File: src/rtl/instr_enable_ctl_if.sv
// instr_enable_ctl_if
//   Bundles the host configuration port, the retired-opcode trace and the
//   checker status outputs of instr_enable_ctl.
//   master : testbench host / trace source (drives cfg_* and opcode inputs)
//   slave  : instr_enable_ctl
//   cfg_start/cfg_done : one-cycle pulses (clear+load, arm)
//   cfg_valid/cfg_ready: byte write handshake on cfg_addr/cfg_data
//   valid_op, opcode_1, opcode_2 : one retired opcode per cycle
//   armed, viol_valid, viol_opcode, err_count, endsim : checker status
interface instr_enable_ctl_if;
    logic        cfg_start;
    logic        cfg_valid;
    logic        cfg_ready;
    logic [5:0]  cfg_addr;
    logic [7:0]  cfg_data;
    logic        cfg_done;
    logic        valid_op;
    logic [7:0]  opcode_1;
    logic [7:0]  opcode_2;
    logic        armed;
    logic        viol_valid;
    logic [15:0] viol_opcode;
    logic [7:0]  err_count;
    logic        endsim;

    modport master (
        output cfg_start, cfg_valid, cfg_addr, cfg_data, cfg_done,
               valid_op, opcode_1, opcode_2,
        input  cfg_ready, armed, viol_valid, viol_opcode, err_count, endsim
    );

    modport slave (
        input  cfg_start, cfg_valid, cfg_addr, cfg_data, cfg_done,
               valid_op, opcode_1, opcode_2,
        output cfg_ready, armed, viol_valid, viol_opcode, err_count, endsim
    );
endinterface

File: src/rtl/instr_enable_ctl.sv
// instr_enable_ctl
//   Owns the primary and 0xff-extended opcode enable bitmaps used for cosim
//   instruction checking. The host loads both tables byte by byte, arms the
//   checker, and every retired opcode is then looked up; a cleared bit is a
//   violation. Once enough violations are seen, a drain window lets trace and
//   log output flush before the sticky endsim request is raised.
//   Parameters:
//     DRAIN_CYCLES : cycles spent in DRAIN before endsim (0..255)
//     MAX_ERRORS   : violation count that starts shutdown (1..255)
//   Ports:
//     clk     : sole clock, rising edge
//     reset_l : asynchronous active-low reset
//     bus     : instr_enable_ctl_if.slave (config port, trace, status)
module instr_enable_ctl #(
    parameter int unsigned DRAIN_CYCLES = 4,
    parameter int unsigned MAX_ERRORS   = 1
) (
    input logic               clk,
    input logic               reset_l,
    instr_enable_ctl_if.slave bus
);

    typedef enum logic [2:0] {
        S_IDLE,
        S_LOAD,
        S_ARMED,
        S_DRAIN,
        S_DONE
    } state_t;

    localparam logic [7:0] DRAIN_LEN = 8'(DRAIN_CYCLES);
    localparam logic [7:0] ERR_LIMIT = 8'(MAX_ERRORS);

    state_t       state_q, state_d;
    logic [255:0] inst_en_q, inst_en_d;
    logic [255:0] ext_en_q, ext_en_d;
    logic [7:0]   err_count_q, err_count_d;
    logic [7:0]   drain_cnt_q, drain_cnt_d;
    logic         viol_valid_q, viol_valid_d;
    logic [15:0]  viol_opcode_q, viol_opcode_d;

    logic         checking;
    logic         op_enabled;
    logic         violation;
    logic [7:0]   err_inc;

    // NOTE: every variable below gets a default before any branch, so no
    // path leaves one unassigned and no latch is inferred.
    always_comb begin
        state_d       = state_q;
        inst_en_d     = inst_en_q;
        ext_en_d      = ext_en_q;
        err_count_d   = err_count_q;
        drain_cnt_d   = drain_cnt_q;
        viol_opcode_d = viol_opcode_q;

        // A reconfigure request in ARMED wins over a same-cycle check: the
        // tables are being cleared, so the lookup would be meaningless.
        checking   = (state_q == S_DRAIN) ||
                     (state_q == S_ARMED && !bus.cfg_start);
        op_enabled = (bus.opcode_1 != 8'hff) ? inst_en_q[bus.opcode_1]
                                             : ext_en_q[bus.opcode_2];
        violation  = checking && bus.valid_op && !op_enabled;
        err_inc    = (err_count_q == 8'hff) ? err_count_q : err_count_q + 8'd1;

        viol_valid_d = violation;
        if (violation) begin
            viol_opcode_d = (bus.opcode_1 == 8'hff) ? {8'hff, bus.opcode_2}
                                                    : {8'h00, bus.opcode_1};
            err_count_d   = err_inc;
        end

        unique case (state_q)
            S_IDLE: begin
                if (bus.cfg_start) begin
                    inst_en_d   = '0;
                    ext_en_d    = '0;
                    err_count_d = '0;
                    state_d     = S_LOAD;
                end
            end
            S_LOAD: begin
                // The write lands even when cfg_done arrives in the same cycle.
                if (bus.cfg_valid) begin
                    if (bus.cfg_addr[5]) begin
                        ext_en_d[{bus.cfg_addr[4:0], 3'b000} +: 8] = bus.cfg_data;
                    end else begin
                        inst_en_d[{bus.cfg_addr[4:0], 3'b000} +: 8] = bus.cfg_data;
                    end
                end
                if (bus.cfg_done) begin
                    state_d = S_ARMED;
                end
            end
            S_ARMED: begin
                if (bus.cfg_start) begin
                    inst_en_d   = '0;
                    ext_en_d    = '0;
                    err_count_d = '0;
                    state_d     = S_LOAD;
                end else if (violation && err_inc >= ERR_LIMIT) begin
                    if (DRAIN_LEN == 8'd0) begin
                        state_d = S_DONE;
                    end else begin
                        state_d     = S_DRAIN;
                        drain_cnt_d = DRAIN_LEN;
                    end
                end
            end
            S_DRAIN: begin
                // Violations here are still reported but never reload the counter.
                drain_cnt_d = drain_cnt_q - 8'd1;
                if (drain_cnt_q == 8'd1) begin
                    state_d = S_DONE;
                end
            end
            S_DONE: begin
                // Sticky until reset.
            end
            default: begin
                state_d = S_IDLE;
            end
        endcase
    end

    // NOTE: the enable tables live in flops and are cleared by the async
    // reset, because an all-zero table after reset is part of this block's
    // behaviour (a RAM-backed table could not offer that).
    always_ff @(posedge clk or negedge reset_l) begin
        if (!reset_l) begin
            state_q       <= S_IDLE;
            inst_en_q     <= '0;
            ext_en_q      <= '0;
            err_count_q   <= '0;
            drain_cnt_q   <= '0;
            viol_valid_q  <= 1'b0;
            viol_opcode_q <= '0;
        end else begin
            state_q       <= state_d;
            inst_en_q     <= inst_en_d;
            ext_en_q      <= ext_en_d;
            err_count_q   <= err_count_d;
            drain_cnt_q   <= drain_cnt_d;
            viol_valid_q  <= viol_valid_d;
            viol_opcode_q <= viol_opcode_d;
        end
    end

    // Status outputs decode registered state only; no input reaches them
    // combinationally.
    assign bus.cfg_ready   = (state_q == S_LOAD);
    assign bus.armed       = (state_q == S_ARMED) || (state_q == S_DRAIN);
    assign bus.endsim      = (state_q == S_DONE);
    assign bus.viol_valid  = viol_valid_q;
    assign bus.viol_opcode = viol_opcode_q;
    assign bus.err_count   = err_count_q;

endmodule

File: src/flat_wrapper.sv
// flat-port wrapper written by rule: the top's interface ports become plain ports
module instr_enable_ctl_flat 
#(
    parameter int unsigned DRAIN_CYCLES = 4,
    parameter int unsigned MAX_ERRORS   = 1
)
  (clk, reset_l, bus_cfg_start, bus_cfg_valid, bus_cfg_addr, bus_cfg_data, bus_cfg_done, bus_valid_op, bus_opcode_1, bus_opcode_2, bus_cfg_ready, bus_armed, bus_viol_valid, bus_viol_opcode, bus_err_count, bus_endsim);
  instr_enable_ctl_if bus_i ();
  input logic clk;
  input logic reset_l;
  input wire logic [$bits(bus_i.cfg_start)-1:0] bus_cfg_start;
  input wire logic [$bits(bus_i.cfg_valid)-1:0] bus_cfg_valid;
  input wire logic [$bits(bus_i.cfg_addr)-1:0] bus_cfg_addr;
  input wire logic [$bits(bus_i.cfg_data)-1:0] bus_cfg_data;
  input wire logic [$bits(bus_i.cfg_done)-1:0] bus_cfg_done;
  input wire logic [$bits(bus_i.valid_op)-1:0] bus_valid_op;
  input wire logic [$bits(bus_i.opcode_1)-1:0] bus_opcode_1;
  input wire logic [$bits(bus_i.opcode_2)-1:0] bus_opcode_2;
  output wire logic [$bits(bus_i.cfg_ready)-1:0] bus_cfg_ready;
  output wire logic [$bits(bus_i.armed)-1:0] bus_armed;
  output wire logic [$bits(bus_i.viol_valid)-1:0] bus_viol_valid;
  output wire logic [$bits(bus_i.viol_opcode)-1:0] bus_viol_opcode;
  output wire logic [$bits(bus_i.err_count)-1:0] bus_err_count;
  output wire logic [$bits(bus_i.endsim)-1:0] bus_endsim;
  assign bus_i.cfg_start = bus_cfg_start;
  assign bus_i.cfg_valid = bus_cfg_valid;
  assign bus_i.cfg_addr = bus_cfg_addr;
  assign bus_i.cfg_data = bus_cfg_data;
  assign bus_i.cfg_done = bus_cfg_done;
  assign bus_i.valid_op = bus_valid_op;
  assign bus_i.opcode_1 = bus_opcode_1;
  assign bus_i.opcode_2 = bus_opcode_2;
  assign bus_cfg_ready = bus_i.cfg_ready;
  assign bus_armed = bus_i.armed;
  assign bus_viol_valid = bus_i.viol_valid;
  assign bus_viol_opcode = bus_i.viol_opcode;
  assign bus_err_count = bus_i.err_count;
  assign bus_endsim = bus_i.endsim;
  instr_enable_ctl #(.DRAIN_CYCLES(DRAIN_CYCLES), .MAX_ERRORS(MAX_ERRORS)) u_core (.clk(clk), .reset_l(reset_l), .bus(bus_i));
endmodule
File: config.mk
export PLATFORM = sky130hd
export DESIGN_NAME = instr_enable_ctl_flat
export DESIGN_NICKNAME = d
export VERILOG_FILES = /design/src/rtl/instr_enable_ctl_if.sv /design/src/rtl/instr_enable_ctl.sv /design/src/flat_wrapper.sv
export SDC_FILE = /design/constraint.sdc
export NUM_CORES = 1
export LEC_CHECK = 0
export ABC_AREA = 1
export CAP_MARGIN = 30
export CORE_UTILIZATION = 53
export DETAILED_ROUTE_END_ITERATION = 8
export PLACE_DENSITY = 0.69
export SYNTH_ARGS = -nofsm -noshare
export SYNTH_HDL_FRONTEND = slang
export SYNTH_SLANG_ARGS = --single-unit
File: constraint.sdc
create_clock -name clk -period 2.55 [get_ports clk]
set_input_delay 0.6375 -clock clk [delete_from_list [all_inputs] [get_ports clk]]
set_output_delay 0.6375 -clock clk [all_outputs]
set_load 0.05 [all_outputs]
==> flow_summary.html <==
<table>
<tr><th>Metric</th><th>Value</th></tr>
<tr><th colspan="2">Clocking</th></tr>
<tr><td>Number of buffers created by CTS</td><td>58</td></tr>
<tr><td>Clock tree from TritonCTS</td><td>built</td></tr>
<tr><td>Clock root buffer</td><td>sky130_fd_sc_hd__clkbuf_16</td></tr>
<tr><td>Clock latency on the worst-skew pair</td><td>0.63 ns</td></tr>
<tr><td>Clock Sinks</td><td>541</td></tr>
<tr><td>Depth of the CTS H-tree</td><td>2</td></tr>
<tr><td>Buffer levels on the longest clock path</td><td>3</td></tr>
<tr><td>Reg clk slew, reported paths</td><td>0.06 ns</td></tr>
<tr><th colspan="2">Synth</th></tr>
<tr><td>Post-synth net total</td><td>3597</td></tr>
<tr><td>Area share of the leading cell type in the synthesized netlist</td><td>49.68%</td></tr>
<tr><td>Adder-cell area share of the yosys netlist</td><td>0.3214%</td></tr>
<tr><td>Xor and xnor fraction of the mapped netlist area</td><td>0.4132%</td></tr>
<tr><td>Synthesis Warnings</td><td>0</td></tr>
<tr><td>Sequential cell area fraction in the yosys report</td><td>49.68%</td></tr>
<tr><td>Area of the mapped netlist</td><td>27250 sq um</td></tr>
<tr><td>Largest area contributor in the synthesized netlist</td><td>sky130_fd_sc_hd__dfrtp_1</td></tr>
<tr><td>Flop and latch count out of synthesis</td><td>541</td></tr>
<tr><td>Gate count after technology mapping</td><td>3554</td></tr>
<tr><td>Area fraction in compound gates after synthesis</td><td>16.58%</td></tr>
<tr><td>Largest family of logic cells by synthesized area</td><td>simple AND/OR/NAND/NOR gates</td></tr>
<tr><td>Count of cell types in the netlist</td><td>34</td></tr>
<tr><td>Multiplexer share of the synthesized area</td><td>0.03673%</td></tr>
<tr><td>Post-Synth Simple-Gate Area</td><td>25.52%</td></tr>
<tr><td>Mean post-synth cell area</td><td>7.667 sq um</td></tr>
<tr><td>Area contributors post-synth</td><td>sky130_fd_sc_hd__dfrtp_1, sky130_fd_sc_hd__nand2_1, sky130_fd_sc_hd__o21ai_0, sky130_fd_sc_hd__nand3_1, sky130_fd_sc_hd__nor2_1</td></tr>
<tr><th colspan="2">Finish</th></tr>
<tr><td>Area growth from synthesis to layout</td><td>24.34%</td></tr>
<tr><td>Final net count</td><td>3938</td></tr>
<tr><td>Fraction of final layout cells with drive strength greater than 1</td><td>16.16%</td></tr>
<tr><td>Ant diodes</td><td>0</td></tr>
<tr><th colspan="2">Drt</th></tr>
<tr><td>Routed wire length per instance</td><td>22.32 um</td></tr>
<tr><td>Number of remaining DRC errors</td><td>0</td></tr>
<tr><td>Total Wirelength</td><td>103000 um</td></tr>
<tr><td>Detail Route Antenna Nets</td><td>0</td></tr>
<tr><td>Drt pass-1 iters</td><td>6</td></tr>
<tr><td>Iteration-0 DRC Markers</td><td>3913</td></tr>
<tr><td>Per-cell via count in the routed design</td><td>6.074</td></tr>
<tr><td>Total number of vias</td><td>28031</td></tr>
<tr><th colspan="2">Global route</th></tr>
<tr><td>GR Overflow Total</td><td>0</td></tr>
<tr><td>Overall track demand over capacity in global routing</td><td>39.23%</td></tr>
<tr><td>Global-route wire length before repair</td><td>158000 um</td></tr>
<tr><td>Number of global-route vias before repair</td><td>27094</td></tr>
<tr><td>Number of antenna violations at the first check in global routing</td><td>0</td></tr>
<tr><td>Pin count of the biggest net entering global routing</td><td>70</td></tr>
<tr><th colspan="2">Floorplan</th></tr>
<tr><td>X dimension of the die</td><td>228.8 um</td></tr>
<tr><td>Area of the die</td><td>52330 sq um</td></tr>
<tr><td>Core region area</td><td>50480 sq um</td></tr>
<tr><td>Die H</td><td>228.8 um</td></tr>
<tr><td>Number of placed I/O pins</td><td>64</td></tr>
<tr><td>Effective utilization at floorplan</td><td>53.98%</td></tr>
<tr><td>Row count</td><td>82</td></tr>
<tr><th colspan="2">Placed design</th></tr>
<tr><td>Sum of net half-perimeters after detailed placement</td><td>73520 um</td></tr>
<tr><td>Number of I/O port buffers</td><td>63</td></tr>
<tr><td>Final weighted congestion of routability-driven global placement</td><td>1.071</td></tr>
<tr><td>Dpl ws</td><td>-0.7643 ns</td></tr>
<tr><th colspan="2">Timing</th></tr>
<tr><td>Fraction of the cycle the final worst path needs</td><td>98.42%</td></tr>
<tr><td>Fmax</td><td>398.5 MHz</td></tr>
<tr><td>Setup repair after global routing missed its margin</td><td>true</td></tr>
<tr><td>Min cycle time layout</td><td>2.510 ns</td></tr>
<tr><td>Measured slew at the worst slew-check pin</td><td>0.7629 ns</td></tr>
<tr><td>Final-layout worst hold slack</td><td>0.03278 ns</td></tr>
<tr><td>Max-slew violation count</td><td>0</td></tr>
<tr><td>Total setup violations reported at the end of the flow</td><td>0</td></tr>
<tr><td>Worst clock skew on the final layout</td><td>0.02046 ns</td></tr>
<tr><td>Max_slew headroom</td><td>49.14%</td></tr>
<tr><td>Final WS setup</td><td>0.04032 ns</td></tr>
<tr><td>Fin. Hold Viols</td><td>0</td></tr>
<tr><th colspan="2">Worst setup path</th></tr>
<tr><td>Critical Path Source</td><td>u_core.bus.err_count[7]</td></tr>
<tr><td>Crit-path max cell delay</td><td>0.84 ns</td></tr>
<tr><td>Reg2reg end</td><td>u_core.drain_cnt_q[0]</td></tr>
<tr><td>Setup slack on the worst flop-to-flop path</td><td>0.15 ns</td></tr>
<tr><td>Type of the worst setup path</td><td>register to primary output</td></tr>
<tr><td>Path depth of the worst reg2reg path</td><td>14</td></tr>
<tr><td>Cells along the critical path</td><td>clkdlybuf4s50_1</td></tr>
<tr><td>Worst Path Buf+Inv</td><td>1</td></tr>
<tr><td>Crit path capture</td><td>bus_err_count[7]</td></tr>
<tr><td>Worst EP required</td><td>1.91 ns</td></tr>
<tr><td>Slowest stage cell on the critical path</td><td>sky130_fd_sc_hd__clkdlybuf4s50_1</td></tr>
<tr><td>Reg-to-Reg Start</td><td>u_core.bus.err_count[0]</td></tr>
<tr><td>Worst EP arrival</td><td>1.87 ns</td></tr>
<tr><td>Total stage count of the critical path</td><td>1</td></tr>
<tr><td>Kind of start point of the critical path</td><td>register</td></tr>
<tr><td>Critical Path Sink Type</td><td>primary output</td></tr>
<tr><td>Top delay family on crit path</td><td>buffers and inverters</td></tr>
<tr><td>Critical path fanouts, max</td><td>4</td></tr>
<tr><th colspan="2">Worst hold path</th></tr>
<tr><td>Type of the most critical hold path</td><td>input port to async pin</td></tr>
<tr><th colspan="2">Pwr</th></tr>
<tr><td>Power density over the cells</td><td>819.2 nW/um^2</td></tr>
<tr><td>Leak</td><td>15.14 nW</td></tr>
<tr><td>Worst supply voltage drop on vdd</td><td>700.5 uV</td></tr>
<tr><th colspan="2">Flow run</th></tr>
<tr><td>Max capacitance violation total</td><td>0</td></tr>
<tr><th colspan="2">Status</th></tr>
<tr><td>Result of the run</td><td>complete, no violations</td></tr>
</table>
## cell usage after synthesis (all sizes together)
cell    count
a21boi      1
a21oi     100
a31oi       1
buf       122
clkbuf     84
dfrtp     541
ha          7
inv       254
mux2i       1
nand2    1059
nand3     299
nand4      12
nor2      250
nor3       37
nor4       36
o211ai     37
o21ai     582
o22ai     118
o31ai       1
xnor2       2
xor2       10
## cells in the final DEF (no fill, tap or decap), types with 3 or more instances in the layout
cell type                         instances
sky130_fd_sc_hd__nor2_2                  19
sky130_fd_sc_hd__nand3_2                  3
sky130_fd_sc_hd__a21oi_2                 23
sky130_fd_sc_hd__nand4_1                 12
sky130_fd_sc_hd__nor4_2                   3
sky130_fd_sc_hd__clkdlybuf4s50_1         37
sky130_fd_sc_hd__dlymetal6s2s_1           5
sky130_fd_sc_hd__nor2_4                   3
sky130_fd_sc_hd__nand3_1                295
sky130_fd_sc_hd__inv_2                   27
sky130_fd_sc_hd__nor3_2                   3
sky130_fd_sc_hd__buf_12                  62
sky130_fd_sc_hd__inv_4                    5
sky130_fd_sc_hd__dfrtp_1                541
sky130_fd_sc_hd__dlygate4sd2_1           12
sky130_fd_sc_hd__nor4_1                  31
sky130_fd_sc_hd__o22ai_1                118
sky130_fd_sc_hd__bufinv_16                8
sky130_fd_sc_hd__clkbuf_8                12
sky130_fd_sc_hd__nor3_1                  33
sky130_fd_sc_hd__clkbuf_16               61
sky130_fd_sc_hd__nand2_4                  3
sky130_fd_sc_hd__o21ai_1                 67
sky130_fd_sc_hd__o21ai_0                509
sky130_fd_sc_hd__inv_1                  219
sky130_fd_sc_hd__ha_1                     7
sky130_fd_sc_hd__o211ai_1                37
sky130_fd_sc_hd__o21ai_2                  6
sky130_fd_sc_hd__clkbuf_1                14
sky130_fd_sc_hd__buf_4                  365
sky130_fd_sc_hd__nand2_2                  6
sky130_fd_sc_hd__a21oi_1                 77
sky130_fd_sc_hd__nor2_1                 228
sky130_fd_sc_hd__nand2_1               1050
sky130_fd_sc_hd__clkinv_2                 9
sky130_fd_sc_hd__xor2_1                  10
sky130_fd_sc_hd__inv_6                    3
## per-stage QoR
stage          cells  setup TNS (ns)  util, %  total power [W]  instance area (sq um)
2_1_floorplan   3554               0        -          0.01413                  27260
3_3_place_gp    4505         -234.08    62.58          0.01817                  31590
3_5_place_dp    4505         -259.84    62.58          0.01830                  31590
4_1_cts         4613               0    66.68          0.02738                  33660
5_1_grt         4615         -0.2680    67.12          0.02869                  33880
6_report        4615               0    67.12          0.02776                  33880
## metal layers
metal | track usage (%) | routed length (um)
met1 | 53.10 | 40540
met2 | 58.81 | 45180
met3 | 8.920 | 11430
met4 | 20.81 | 5841
met5 | 0 | 0
## sequential cells by signal (all words and copies together) (netlist names)
| signal | flops |
|---|---|
| u_core.inst_en_q | 256 |
| u_core.bus.viol_valid | 1 |
| u_core.bus.viol_opcode | 9 |
| u_core.bus.err_count | 8 |
| u_core.state_q | 3 |
| u_core.ext_en_q | 256 |
| u_core.drain_cnt_q | 8 |
## cells by family (layout without fill, tap and decap cells)
logic type,Yosys count,after routing
AOI/OAI and AO/OA,840,840
adders and majority gates,7,7
buffers and inverters,460,849
muxes,1,1
DFF,541,541
and+or+nand+nor,1693,1693
xor gates and xnor gates,12,12
## cell type report
class                   count  area, sq um
flip-flops and latches    541        13540
inverters                 254        980.9
well taps                 672        840.8
repair buffers            487         4568
fillers                  4216        16600
multi-input cells        2553        11890
clock inverters            21        320.3
clock buffers              87         1744
## worst reg2reg max path, cell delays in order, from the launching register on
cell                      delay, ns
sky130_fd_sc_hd__dfrtp_1       0.39
sky130_fd_sc_hd__ha_1          0.23
sky130_fd_sc_hd__nand3_2       0.14
sky130_fd_sc_hd__nor4_4        0.08
sky130_fd_sc_hd__nand2_2       0.15
sky130_fd_sc_hd__inv_1         0.09
sky130_fd_sc_hd__nor2_1        0.14
sky130_fd_sc_hd__nand2_1       0.09
sky130_fd_sc_hd__nor3_2        0.23
sky130_fd_sc_hd__nand4_1       0.27
sky130_fd_sc_hd__nand3_4       0.21
sky130_fd_sc_hd__nand2_4       0.07
sky130_fd_sc_hd__nand2_4       0.10
sky130_fd_sc_hd__nand2_1       0.05
sky130_fd_sc_hd__o21ai_0       0.08
## repair_timing
action	4_1_cts	5_1_grt
gates resized for setup	23	79
pin swaps	0	5
hold buffers	0	0
setup endpoints to repair	30	365
setup buffers	0	2
## how the worst min path moves through the flow
stage               depth (start not counted)  slack, ns                       to
floorplan                                   0       0.34  u_core.bus.err_count[0]
global placement                            2       0.46    u_core.inst_en_q[167]
detailed placement                          2       0.47    u_core.inst_en_q[255]
CTS                                         1       0.05     u_core.ext_en_q[124]
global route                                1       0.07     u_core.ext_en_q[124]
finish                                      1       0.03    u_core.inst_en_q[127]
## report_power, final
part / switching, W / internal [W] / leakage, nW / total (W)
Clock: 0.00362 / 0.00552 / 1.01 / 0.00914
Sequential: 0.000330 / 0.00900 / 7.52 / 0.00933
Combinational: 0.00651 / 0.00278 / 6.60 / 0.00929
Total: 0.0105 / 0.0173 / 15.1 / 0.0278
No activity file was read; power rests on OpenSTA's default activity.
